<file path="config.mk">
export PLATFORM = sky130hd
export DESIGN_NAME = time_set_ctrl
export DESIGN_NICKNAME = d
export VERILOG_FILES = /design/src/rtl/time_set_pkg.sv /design/src/rtl/time_set_ctrl_button.sv /design/src/rtl/time_set_ctrl.sv
export SDC_FILE = /design/constraint.sdc
export NUM_CORES = 1
export LEC_CHECK = 0
export BUFFER_PORTS_ARGS = -buffer_cell sky130_fd_sc_hd__buf_2
export CORE_UTILIZATION = 55
export DETAILED_ROUTE_END_ITERATION = 8
export GPL_ROUTABILITY_DRIVEN = 0
export GPL_TIMING_DRIVEN = 0
export PLACE_DENSITY = 0.75
export SLEW_MARGIN = 20
export SYNTH_ARGS = -nofsm -noshare
export SYNTH_HDL_FRONTEND = slang
export SYNTH_HIERARCHICAL = 1
export SYNTH_SLANG_ARGS = --single-unit
</file>
<file path="constraint.sdc">
create_clock -name clk -period 8.94 [get_ports clk]
set_clock_uncertainty 0.1 [all_clocks]
set_input_delay 0 -clock clk [delete_from_list [all_inputs] [get_ports clk]]
set_output_delay 0 -clock clk [all_outputs]
set_load 0.03 [all_outputs]
</file>
<file path="src/rtl/time_set_pkg.sv">
`default_nettype none
// ============================================================================
//  Module   : time_set_pkg
//  Brief    : Field encoding, BCD limits and calendar helpers for time setting
//  Revision : 1.0
// ============================================================================
package time_set_pkg;

    typedef enum logic [2:0] {
        F_NONE  = 3'd0,
        F_HOUR  = 3'd1,
        F_MIN   = 3'd2,
        F_SEC   = 3'd3,
        F_DAY   = 3'd4,
        F_MONTH = 3'd5,
        F_YEAR  = 3'd6
    } field_e;

    localparam logic [7:0] HOUR_LO  = 8'h00;
    localparam logic [7:0] HOUR_HI  = 8'h23;
    localparam logic [7:0] MS_LO    = 8'h00;
    localparam logic [7:0] MS_HI    = 8'h59;
    localparam logic [7:0] MONTH_LO = 8'h01;
    localparam logic [7:0] MONTH_HI = 8'h12;
    localparam logic [7:0] DAY_LO   = 8'h01;
    localparam logic [7:0] BYTE_LO  = 8'h00;
    localparam logic [7:0] BYTE_HI  = 8'h99;

    // Plain unsigned compare is valid on BCD since digit order matches value order.
    function automatic logic [7:0] bcd2_inc(input logic [7:0] val, input logic [7:0] lo,
                                            input logic [7:0] hi);
        logic [7:0] r;
        if (val >= hi)
            r = lo;
        else if (val[3:0] == 4'd9)
            r = {val[7:4] + 4'd1, 4'd0};
        else
            r = val + 8'd1;
        return r;
    endfunction

    function automatic logic [7:0] bcd2_dec(input logic [7:0] val, input logic [7:0] lo,
                                            input logic [7:0] hi);
        logic [7:0] r;
        if (val <= lo)
            r = hi;
        else if (val[3:0] == 4'd0)
            r = {val[7:4] - 4'd1, 4'd9};
        else
            r = val - 8'd1;
        return r;
    endfunction

    function automatic logic [6:0] bcd2bin(input logic [7:0] v);
        return ({3'd0, v[7:4]} * 7'd10) + {3'd0, v[3:0]};
    endfunction

    // A century year is leap only when its century number is divisible by 4.
    function automatic logic is_leap(input logic [15:0] year);
        logic [6:0] lo_b;
        logic [6:0] hi_b;
        lo_b = bcd2bin(year[7:0]);
        hi_b = bcd2bin(year[15:8]);
        return (lo_b == 7'd0) ? (hi_b[1:0] == 2'd0) : (lo_b[1:0] == 2'd0);
    endfunction

    function automatic logic [7:0] max_day(input logic [7:0] month, input logic leap);
        logic [7:0] r;
        case (month)
            8'h02:                      r = leap ? 8'h29 : 8'h28;
            8'h04, 8'h06, 8'h09, 8'h11: r = 8'h30;
            default:                    r = 8'h31;
        endcase
        return r;
    endfunction

    function automatic logic [15:0] year_inc(input logic [15:0] y);
        if (y[7:0] == BYTE_HI)
            return {bcd2_inc(y[15:8], BYTE_LO, BYTE_HI), BYTE_LO};
        return {y[15:8], bcd2_inc(y[7:0], BYTE_LO, BYTE_HI)};
    endfunction

    function automatic logic [15:0] year_dec(input logic [15:0] y);
        if (y[7:0] == BYTE_LO)
            return {bcd2_dec(y[15:8], BYTE_LO, BYTE_HI), BYTE_HI};
        return {y[15:8], bcd2_dec(y[7:0], BYTE_LO, BYTE_HI)};
    endfunction

endpackage
`default_nettype wire

</file>
<file path="src/rtl/time_set_ctrl_button.sv">
`default_nettype none
// ============================================================================
//  Module   : button_repeat
//  Brief    : Active-low button synchroniser, press detect and auto-repeat
//  Revision : 1.0
// ============================================================================
module button_repeat #(
    parameter int REPEAT_CYC = 12_500_000,
    parameter bit REPEAT_EN  = 1'b1
) (
    input  logic clk,
    input  logic rst,
    input  logic i_butt_n,
    input  logic i_inhibit,
    output logic o_pulse,
    output logic o_held
);

    logic sync1_q, sync1_d;
    logic sync2_q, sync2_d;
    logic prev_q,  prev_d;
    logic w_fall;

    always_comb begin
        sync1_d = i_butt_n;
        sync2_d = sync1_q;
        prev_d  = sync2_q;
    end

    always_ff @(posedge clk) begin
        if (rst) begin
            sync1_q <= 1'b1;
            sync2_q <= 1'b1;
            prev_q  <= 1'b1;
        end else begin
            sync1_q <= sync1_d;
            sync2_q <= sync2_d;
            prev_q  <= prev_d;
        end
    end

    assign w_fall = prev_q & ~sync2_q;
    assign o_held = ~sync2_q;

    generate
        if (REPEAT_EN) begin : g_repeat
            localparam int CNT_W = $clog2(REPEAT_CYC + 1);
            logic [CNT_W-1:0] cnt_q, cnt_d;
            logic             w_rep;

            // Counter value 0 means "no repeat armed"; it arms on the first press.
            always_comb begin
                cnt_d = cnt_q;
                w_rep = 1'b0;
                if (sync2_q || i_inhibit)
                    cnt_d = '0;
                else if (w_fall)
                    cnt_d = CNT_W'(1);
                else if (cnt_q == CNT_W'(REPEAT_CYC)) begin
                    cnt_d = CNT_W'(1);
                    w_rep = 1'b1;
                end else if (cnt_q != '0)
                    cnt_d = cnt_q + CNT_W'(1);
            end

            always_ff @(posedge clk) begin
                if (rst)
                    cnt_q <= '0;
                else
                    cnt_q <= cnt_d;
            end

            assign o_pulse = (w_fall | w_rep) & ~i_inhibit;
        end else begin : g_single
            assign o_pulse = w_fall & ~i_inhibit;
        end
    endgenerate

endmodule
`default_nettype wire

</file>
<file path="src/rtl/time_set_ctrl.sv">
`default_nettype none
// ============================================================================
//  Module   : time_set_ctrl
//  Brief    : Field-by-field edit controller for the BCD clock/calendar
//  Revision : 1.0
// ============================================================================
module time_set_ctrl
    import time_set_pkg::*;
#(
    parameter int REPEAT_CYC  = 12_500_000,
    parameter int BLINK_CYC   = 25_000_000,
    parameter int TIMEOUT_CYC = 500_000_000
) (
    input  logic        clk,
    input  logic        rst,
    input  logic        butt_increase,
    input  logic        butt_decrease,
    input  logic        butt_change,
    input  logic [23:0] cur_time,
    input  logic [31:0] cur_date,
    output logic        set_active,
    output logic        load_en,
    output logic [23:0] load_time,
    output logic [31:0] load_date,
    output logic [2:0]  field,
    output logic        blink
);

    localparam logic [2:0] ST_IDLE   = 3'd0;
    localparam logic [2:0] ST_HOUR   = 3'd1;
    localparam logic [2:0] ST_MIN    = 3'd2;
    localparam logic [2:0] ST_SEC    = 3'd3;
    localparam logic [2:0] ST_DAY    = 3'd4;
    localparam logic [2:0] ST_MONTH  = 3'd5;
    localparam logic [2:0] ST_YEAR   = 3'd6;
    localparam logic [2:0] ST_COMMIT = 3'd7;

    localparam int TO_W = $clog2(TIMEOUT_CYC + 1);
    localparam int BL_W = (BLINK_CYC > 1) ? $clog2(BLINK_CYC) : 1;

    logic [2:0]      state_q, state_d;
    logic [23:0]     time_q, time_d;
    logic [31:0]     date_q, date_d;
    logic            clamp_q, clamp_d;
    logic [TO_W-1:0] to_cnt_q, to_cnt_d;
    logic [BL_W-1:0] bl_cnt_q, bl_cnt_d;
    logic            blink_q, blink_d;

    logic w_inc_pulse, w_dec_pulse, w_chg_pulse;
    logic w_inc_held, w_dec_held, w_chg_held;
    logic w_both, w_edit, w_chg, w_inc, w_dec, w_act, w_timeout;
    logic [7:0] w_maxday;

    assign w_both = w_inc_held & w_dec_held;

    button_repeat #(.REPEAT_CYC(REPEAT_CYC), .REPEAT_EN(1'b1)) u_inc (
        .clk(clk), .rst(rst), .i_butt_n(butt_increase), .i_inhibit(w_both),
        .o_pulse(w_inc_pulse), .o_held(w_inc_held)
    );

    button_repeat #(.REPEAT_CYC(REPEAT_CYC), .REPEAT_EN(1'b1)) u_dec (
        .clk(clk), .rst(rst), .i_butt_n(butt_decrease), .i_inhibit(w_both),
        .o_pulse(w_dec_pulse), .o_held(w_dec_held)
    );

    button_repeat #(.REPEAT_CYC(REPEAT_CYC), .REPEAT_EN(1'b0)) u_chg (
        .clk(clk), .rst(rst), .i_butt_n(butt_change), .i_inhibit(1'b0),
        .o_pulse(w_chg_pulse), .o_held(w_chg_held)
    );

    // Change takes priority over a coincident inc/dec.
    assign w_edit    = (state_q != ST_IDLE) && (state_q != ST_COMMIT);
    assign w_chg     = w_chg_pulse;
    assign w_inc     = w_edit & w_inc_pulse & ~w_chg_pulse;
    assign w_dec     = w_edit & w_dec_pulse & ~w_chg_pulse;
    assign w_act     = w_edit & (w_chg | w_inc | w_dec);
    assign w_timeout = w_edit & ~w_act & (to_cnt_q == TO_W'(TIMEOUT_CYC - 1));
    assign w_maxday  = max_day(date_q[23:16], is_leap(date_q[15:0]));

    always_ff @(posedge clk) begin
        if (rst) begin
            state_q  <= ST_IDLE;
            time_q   <= '0;
            date_q   <= '0;
            clamp_q  <= 1'b0;
            to_cnt_q <= '0;
            bl_cnt_q <= '0;
            blink_q  <= 1'b0;
        end else begin
            state_q  <= state_d;
            time_q   <= time_d;
            date_q   <= date_d;
            clamp_q  <= clamp_d;
            to_cnt_q <= to_cnt_d;
            bl_cnt_q <= bl_cnt_d;
            blink_q  <= blink_d;
        end
    end

    always_comb begin
        state_d = state_q;
        case (state_q)
            ST_IDLE:   if (w_chg) state_d = ST_HOUR;
            ST_COMMIT: state_d = ST_IDLE;
            default: begin
                if (w_timeout)
                    state_d = ST_IDLE;
                else if (w_chg)
                    state_d = (state_q == ST_YEAR) ? ST_COMMIT : state_q + 3'd1;
            end
        endcase
    end

    // Shadow registers: capture on entry, edit the active field, clamp the day
    // one cycle after month/year moved.
    always_comb begin
        time_d  = time_q;
        date_d  = date_q;
        clamp_d = 1'b0;
        if ((state_q == ST_IDLE) && w_chg) begin
            time_d = cur_time;
            date_d = cur_date;
        end else begin
            if (clamp_q && (date_q[31:24] > w_maxday))
                date_d[31:24] = w_maxday;
            if (w_inc || w_dec) begin
                case (state_q)
                    ST_HOUR:  time_d[23:16] = w_inc ? bcd2_inc(time_q[23:16], HOUR_LO, HOUR_HI)
                                                    : bcd2_dec(time_q[23:16], HOUR_LO, HOUR_HI);
                    ST_MIN:   time_d[15:8]  = w_inc ? bcd2_inc(time_q[15:8], MS_LO, MS_HI)
                                                    : bcd2_dec(time_q[15:8], MS_LO, MS_HI);
                    ST_SEC:   time_d[7:0]   = w_inc ? bcd2_inc(time_q[7:0], MS_LO, MS_HI)
                                                    : bcd2_dec(time_q[7:0], MS_LO, MS_HI);
                    ST_DAY:   date_d[31:24] = w_inc ? bcd2_inc(date_q[31:24], DAY_LO, w_maxday)
                                                    : bcd2_dec(date_q[31:24], DAY_LO, w_maxday);
                    ST_MONTH: begin
                        date_d[23:16] = w_inc ? bcd2_inc(date_q[23:16], MONTH_LO, MONTH_HI)
                                              : bcd2_dec(date_q[23:16], MONTH_LO, MONTH_HI);
                        clamp_d = 1'b1;
                    end
                    ST_YEAR: begin
                        date_d[15:0] = w_inc ? year_inc(date_q[15:0]) : year_dec(date_q[15:0]);
                        clamp_d = 1'b1;
                    end
                    default: ;
                endcase
            end
        end
    end

    always_comb begin
        to_cnt_d = to_cnt_q + TO_W'(1);
        if (!w_edit || w_act || w_timeout)
            to_cnt_d = '0;

        bl_cnt_d = bl_cnt_q + BL_W'(1);
        blink_d  = blink_q;
        if (!w_edit || w_chg || w_inc || w_dec) begin
            bl_cnt_d = '0;
            blink_d  = 1'b0;
        end else if (bl_cnt_q == BL_W'(BLINK_CYC - 1)) begin
            bl_cnt_d = '0;
            blink_d  = ~blink_q;
        end
    end

    always_comb begin
        set_active = (state_q != ST_IDLE);
        load_en    = (state_q == ST_COMMIT);
        load_time  = time_q;
        load_date  = date_q;
        blink      = blink_q & w_edit;
        case (state_q)
            ST_HOUR:  field = F_HOUR;
            ST_MIN:   field = F_MIN;
            ST_SEC:   field = F_SEC;
            ST_DAY:   field = F_DAY;
            ST_MONTH: field = F_MONTH;
            ST_YEAR:  field = F_YEAR;
            default:  field = F_NONE;
        endcase
    end

endmodule
`default_nettype wire

</file>
Yosys cells after proc, flatten, opt, wreduce, memory -nomap -nowiden
Index checks and enable logic that the tools add are counted.
W data, S select, Z words.
{"block": "totals", "reg_bits": 172, "input_bits": 61, "out_inout_bits": 62, "elab_cells": 263}
{"block": "op_classes", "n_addsub": 35, "n_mul": 2, "n_lt_le_gt_ge": 15, "eq_ne": 27, "n_mux": 79, "bitwise_logic": 26, "n_reduce_logical": 54}
{"cell": "$mux W8", "count": 39}
{"cell": "$mux W16", "count": 6}
{"cell": "$mux W32", "count": 2}
{"cell": "$add A8 B1 Y8 const B", "count": 7}
{"cell": "$le A8 B1 Y1 const B", "count": 7}
{"cell": "$sub A8 B1 Y8 const B", "count": 7}
{"cell": "$add A24 B1 Y24 const B", "count": 2}
{"cell": "$eq A24 B24 Y1 const B", "count": 2}
{"cell": "$mux W24", "count": 2}
{"cell": "$reduce_bool A24 Y1", "count": 2}
{"cell": "$add A29 B1 Y29 const B", "count": 1}
{"cell": "$eq A29 B29 Y1 const B", "count": 1}
{"cell": "$add A4 B1 Y4 const B", "count": 7}
{"cell": "$eq A4 B4 Y1 const B", "count": 7}
{"cell": "$logic_not A4 Y1", "count": 7}
{"cell": "$sub A4 B1 Y4 const B", "count": 7}
{"cell": "$add A25 B1 Y25 const B", "count": 1}
{"cell": "$eq A25 B25 Y1 const B", "count": 1}
{"cell": "$mux W1", "count": 23}
{"cell": "$pmux W3 S6", "count": 1}
{"cell": "$eq A8 B3 Y1 const B", "count": 2}
{"cell": "$ge A8 B7 Y1 const B", "count": 2}
{"cell": "$ge A8 B8 Y1 const B", "count": 2}
{"cell": "$reduce_bool A3 Y1", "count": 5}
{"cell": "other kinds (38)", "count": 95}

Longest topological paths before layout
{"block": "logic_depth", "ltp_word": 16, "mapped_depth": 17, "mapped_depth_nobuf": 16}

Modules after synthesis
Netlist, hierarchy kept.
{"module": "time_set_ctrl", "n_inst": 1, "cells_each": 1160, "area_per_inst_um2": 8615.8, "seq_area_each_um2": 2302.2}
{"module": "button_repeat at u_dec ...", "n_inst": 2, "cells_each": 161, "area_per_inst_um2": 1411.4, "seq_area_each_um2": 540.5}
{"module": "button_repeat at u_chg", "n_inst": 1, "cells_each": 8, "area_per_inst_um2": 90.1, "seq_area_each_um2": 60.1}

Worst setup path before layout
OpenSTA, ideal clock, no wires.
{"block": "synth_path", "kind": "register to register", "startpoint": "reg date_q[6], in the netlist load_date[6]", "endpoint": "reg date_q[24], in the netlist load_date[24]", "setup_time_ns": 0.091, "arrival_time_ns": 3.588, "required_ns": 8.749, "path_slack_ns": 5.161, "path_stages_with_launch": 18, "n_path_buf": 1, "cell_sequence": "dfxtp_1 > ha_1 > ha_1 > inv_1 > fa_1 > xnor2_1 > nor4bb_1 > a21oi_1 > o21ai_0 > nand2_1 > ha_1 > nand2_1 > o41ai_1 > o21ba_2 > clkbuf_1 > nor2_1 > o221ai_1 > a311oi_1"}
{"block": "synth_between", "elab_chain_cells": 12, "word_cells_on_any_way": 16, "cone_classes": "1 x add/sub; 1 x mul; 2 x order compare; 10 x mux; 2 x reduce/logical"}
{"element": "from (decl)", "line": "time_set_ctrl.sv:43", "source": "logic [31:0] date_q, date_d;"}
{"element": "from (signal assigned)", "line": "time_set_ctrl.sv:92", "source": "date_q <= date_d;"}
{"element": "$mul A4 B3 Y6 *", "line": "time_set_pkg.sv:55", "source": "return ({3'd0, v[7:4]} * 7'd10) + {3'd0, v[3:0]};"}
{"element": "$add A7 B4 Y7 *", "line": "time_set_pkg.sv:55"}
{"element": "$logic_not A7 Y1 *", "line": "time_set_pkg.sv:64", "source": "return (lo_b == 7'd0) ? (hi_b[1:0] == 2'd0) : (lo_b[1:0] == 2'd0);"}
{"element": "$mux W1 *", "line": "time_set_pkg.sv:64"}
{"element": "$mux W1 *", "line": "time_set_pkg.sv:70", "source": "8'h02: r = leap ? 8'h29 : 8'h28;"}
{"element": "$pmux W5 S2 *", "line": "time_set_pkg.sv:69", "source": "case (month)"}
{"element": "$ge A8 B8 Y1 / $gt A8 B8 Y1 (equally long branches)", "line": "time_set_pkg.sv:33, time_set_ctrl.sv:124"}
{"element": "$mux W8 / $logic_and A1 B1 Y1 (equally long branches)", "line": "time_set_pkg.sv:33, time_set_ctrl.sv:124"}
{"element": "$mux W8, on equally long branches", "line": "time_set_ctrl.sv:134, time_set_ctrl.sv:124"}
{"element": "$mux W8", "line": "time_set_ctrl.sv:127", "source": "case (state_q)"}
{"element": "$mux W32 *", "line": "time_set_ctrl.sv:126", "source": "if (w_inc || w_dec) begin"}
{"element": "$mux W32 *", "line": "time_set_ctrl.sv:120", "source": "if ((state_q == ST_IDLE) && w_chg) begin"}
Mark *: on every way between the ends. The rest lies on a longest branch, timed or not. The select of a mux whose other input is x is not followed.
A chain may end at the register's enable or synchronous reset.

Worst setup path in the final report
{"block": "layout_path", "startpoint": "reg u_inc.g_repeat.cnt_q[0]", "endpoint": "reg date_q[4], in the netlist load_date[4]"}
{"block": "layout_between", "elab_chain_cells": 12, "word_cells_on_any_way": 15, "cone_classes": "1 x eq/ne; 7 x mux; 4 x bitwise; 3 x reduce/logical"}
{"element": "from (decl)", "line": "time_set_ctrl_button.sv:48", "source": "logic [CNT_W-1:0] cnt_q, cnt_d;"}
{"element": "from (signal assigned)", "line": "time_set_ctrl_button.sv:70", "source": "cnt_q <= cnt_d;"}
{"element": "$eq A24 B24 Y1 *", "line": "time_set_ctrl_button.sv:59", "source": "else if (cnt_q == CNT_W'(REPEAT_CYC)) begin"}
{"element": "$mux W1 *", "line": "time_set_ctrl_button.sv:59"}
{"element": "$mux W1 *", "line": "time_set_ctrl_button.sv:57", "source": "else if (w_fall)"}
{"element": "$mux W1 *", "line": "time_set_ctrl_button.sv:55", "source": "if (sync2_q || i_inhibit)"}
{"element": "$or A1 B1 Y1 *", "line": "time_set_ctrl_button.sv:73", "source": "assign o_pulse = (w_fall | w_rep) & ~i_inhibit;"}
{"element": "$and A1 B1 Y1 *", "line": "time_set_ctrl_button.sv:73"}
{"element": "named net w_inc_pulse", "line": "time_set_ctrl.sv:49", "source": "logic w_inc_pulse, w_dec_pulse, w_chg_pulse;"}
{"element": "$and A1 B1 Y1 * (2 in series)", "line": "time_set_ctrl.sv:74", "source": "assign w_inc = w_edit & w_inc_pulse & ~w_chg_pulse;"}
{"element": "$mux W16", "line": "time_set_ctrl.sv:142", "source": "date_d[15:0] = w_inc ? year_inc(date_q[15:0]) : year_dec(date_q[15:0]);"}
{"element": "$mux W16", "line": "time_set_ctrl.sv:127"}
{"element": "$mux W32", "line": "time_set_ctrl.sv:126"}
{"element": "$mux W32", "line": "time_set_ctrl.sv:120"}
Mark *: on every way through the listed nets, which the timed path passes. The rest lies on a longest branch. The select of a mux whose other input is x is not followed.

==> results by group <==
Critical path
  – CP endpoint kind: flip-flop
  – Slowest cell on the critical path: clkbuf_1
  – Worst path max stage delay: 0.63 ns
  – CP Data Required Time: 9.13 ns
  – Worst EP arrival: 4.77 ns
  – R2R Setup Slk: 4.36 ns
  – Setup crit start kind: flip-flop
  – Crit Path Max Fanout: 10
  – Worst path cell trace: inv_1 -> ha_1 -> nor4b_1 -> and3_1 -> a21oi_1 -> nor3_1 -> buf_2 -> nand2b_1 -> nor2_1 -> buf_2 -> clkbuf_1 -> o21ai_0 -> a222oi_1 -> nor2_1
  – Setup CP Type: reg2reg

Floorplan
  – Die height: 147 um
  – Row cnt: 52
  – CORE AREA: 20400 um^2
  – Initial Util: 56.6%
  – DIE WIDTH: 147 um
  – Boundary Pins: 123
  – Total die area: 21500 um^2

Timing
  – Fmax: 218 MHz
  – Fin Setup TNS: 0 ns
  – RSZ-0062 raised after global routing: false
  – Final setup fails: 0
  – Worst Max-Slew Pin Slew: 1.05 ns
  – Final period util: 51.2%
  – Fin crit period: 4.58 ns
  – Final Hold Fails: 0
  – Worst rel slew slack: 29.3%
  – Final Max Slew Viols: 0

Yosys
  – Syn Nets: 1599
  – Syn. warnings: 6
  – Synthesized area: 11500 um^2
  – Post-synthesis instance total: 1489
  – Syn avg cell area: 7.74 um^2

Route
  – Post-route ant nets: 0
  – DR DRC count: 0
  – WL per Instance: 17.7 um
  – Drt total wl: 35000 um
  – Drt via density: 6.26
  – Total number of vias: 12362
  – DRT Pass-1 Iters: 6
  – Drt first-iter violations: 1284

Cells and area
  – Diodes inserted: 0
  – Share of cells above drive strength 1: 13.2%
  – Fill cells: 1784
  – Finished Layout Cells: 1975
  – Final Instance Area: 13700 um^2
  – Area grow syn2layout: 18.9%
  – Nets: 1803

Placement
  – Area after DPL: 12500 um^2
  – I/O Buffers: 122
  – Placed insts: 1882
  – Detail Placement HPWL: 24600 um

CTS
  – CTS tree: yes
  – Clk slew on worst S/H paths: 0.07 ns
  – Clock sink count: 172
  – Maximum buffer depth of the clock tree: 2
  – Number of gates resized after cts: 0
  – Postcts setup bufs: 0
  – Post-CTS Hold Fix Bufs: 62
  – Root Driver: clkbuf_16
  – TritonCTS Buffers: 17
  – Worst skew pair latency: 0.44 ns
  – Htree depth: 4

Power and ir drop
  – Leakage: 5.11 nW
  – Peak supply drop: 0.114 mV
  – Power per cell area: 128 nW/um^2
  – Total Power: 1.75 mW

Job
  – Max-cap viol count: 0

Global routing
  – Initial antenna violation count: 0
  – Total grt overflow: 0
  – Vias in the first global route: 11259
  – Largest net degree at the start of global routing: 19
  – Overall Global Routing Usage: 32.2%
  – First-pass GRT wire length: 56400 um

Min path
  – Type of the worst min-delay path: in2reg

Outcome
  – Run status: complete, no violations
-- path summary, 6_finish.rpt --
path | to | from | depth (start not counted)
worst max-delay path | load_date[4] | u_inc/g_repeat.cnt_q[0] | 14
worst min-delay path | u_inc/sync1_q | butt_increase | 3
worst max register to register | load_date[4] | u_inc/g_repeat.cnt_q[0] | 14
worst min register to register | u_chg/prev_d | u_chg/sync1_q | 1
-- layer usage --
layer  GRT usage, %  share of wire [%]  vias to the layer above  routed length [um]
li1               -                  -                     5880                   -
met1           43.9                 43                     5749               15000
met2           50.4                 45                      651               15700
met3           5.99                9.4                       82                3280
met4           12.0                3.0                        0                1040
met5              0                  0                        -                   0
-- power breakdown --
group	internal [mW]	switching, mW	total, mW
registers	0.774	0.0126	0.787
logic	0.0817	0.116	0.198
clock network	0.400	0.364	0.764
total	1.26	0.493	1.75
-- worst max-delay path, delay by kind of cell, from the launching register on --
kind	cells	cell delay, ns
adders and majority gates	1	0.16
and+or+nand+nor	6	1.69
buffers and inverters	4	1.44
DFF	1	0.35
AOI/OAI and AO/OA	3	0.65
-- layout make-up --
cell class / instances / area [um^2] / area share [%]
Multi-Input combinational cell: 1168 / 7450 / 54.4
Sequential cell: 172 / 3440 / 25.1
Timing Repair Buffer: 185 / 1240 / 9.02
Buffer: 96 / 434 / 3.17
Clock buffer: 17 / 425 / 3.10
Tap cell: 270 / 338 / 2.47
Inverter: 53 / 199 / 1.45
Clock inverter: 14 / 174 / 1.27
-- stage by stage --
stage / hold slack (ns) / utilization, % / setup WS (ns)
floorplan: -0.00286 / - / 5.16
global placement: 0.119 / 61.2 / 4.54
detailed placement: 0.118 / 61.3 / 4.55
CTS: 0.226 / 67.3 / 4.50
global route: 0.239 / 67.3 / 4.08
finish: 0.231 / 67.3 / 4.36
-- layout by cell type, fill, tap and decap left out, drive strengths merged, types with 18 or more instances in the layout --
master / n
a211oi: 18
a21oi: 88
and3: 33
buf: 147
clkbuf: 89
dfxtp: 172
dlygate4sd3: 62
ha: 47
inv: 60
nand2: 116
nand3: 91
nand4: 37
nor2: 172
nor3: 45
nor4: 35
o211ai: 22
o21ai: 66
o31ai: 23
or3: 20
or4: 22
xnor2: 39
xor2: 58
-- state kept, by name, indices dropped and copies added (netlist names) --
name,count
clamp_q,1
u_chg/prev_d,1
u_dec/sync1_q,1
blink_q,1
u_dec/prev_d,1
u_chg/sync1_q,1
u_dec/g_repeat.cnt_q,24
load_time,24
bl_cnt_q,25
load_date,32
state_q,3
u_inc/sync1_q,1
u_inc/prev_q,1
u_inc/prev_d,1
u_dec/prev_q,1
u_chg/prev_q,1
to_cnt_q,29
u_inc/g_repeat.cnt_q,24
No activity file was read; power rests on OpenSTA's default activity.
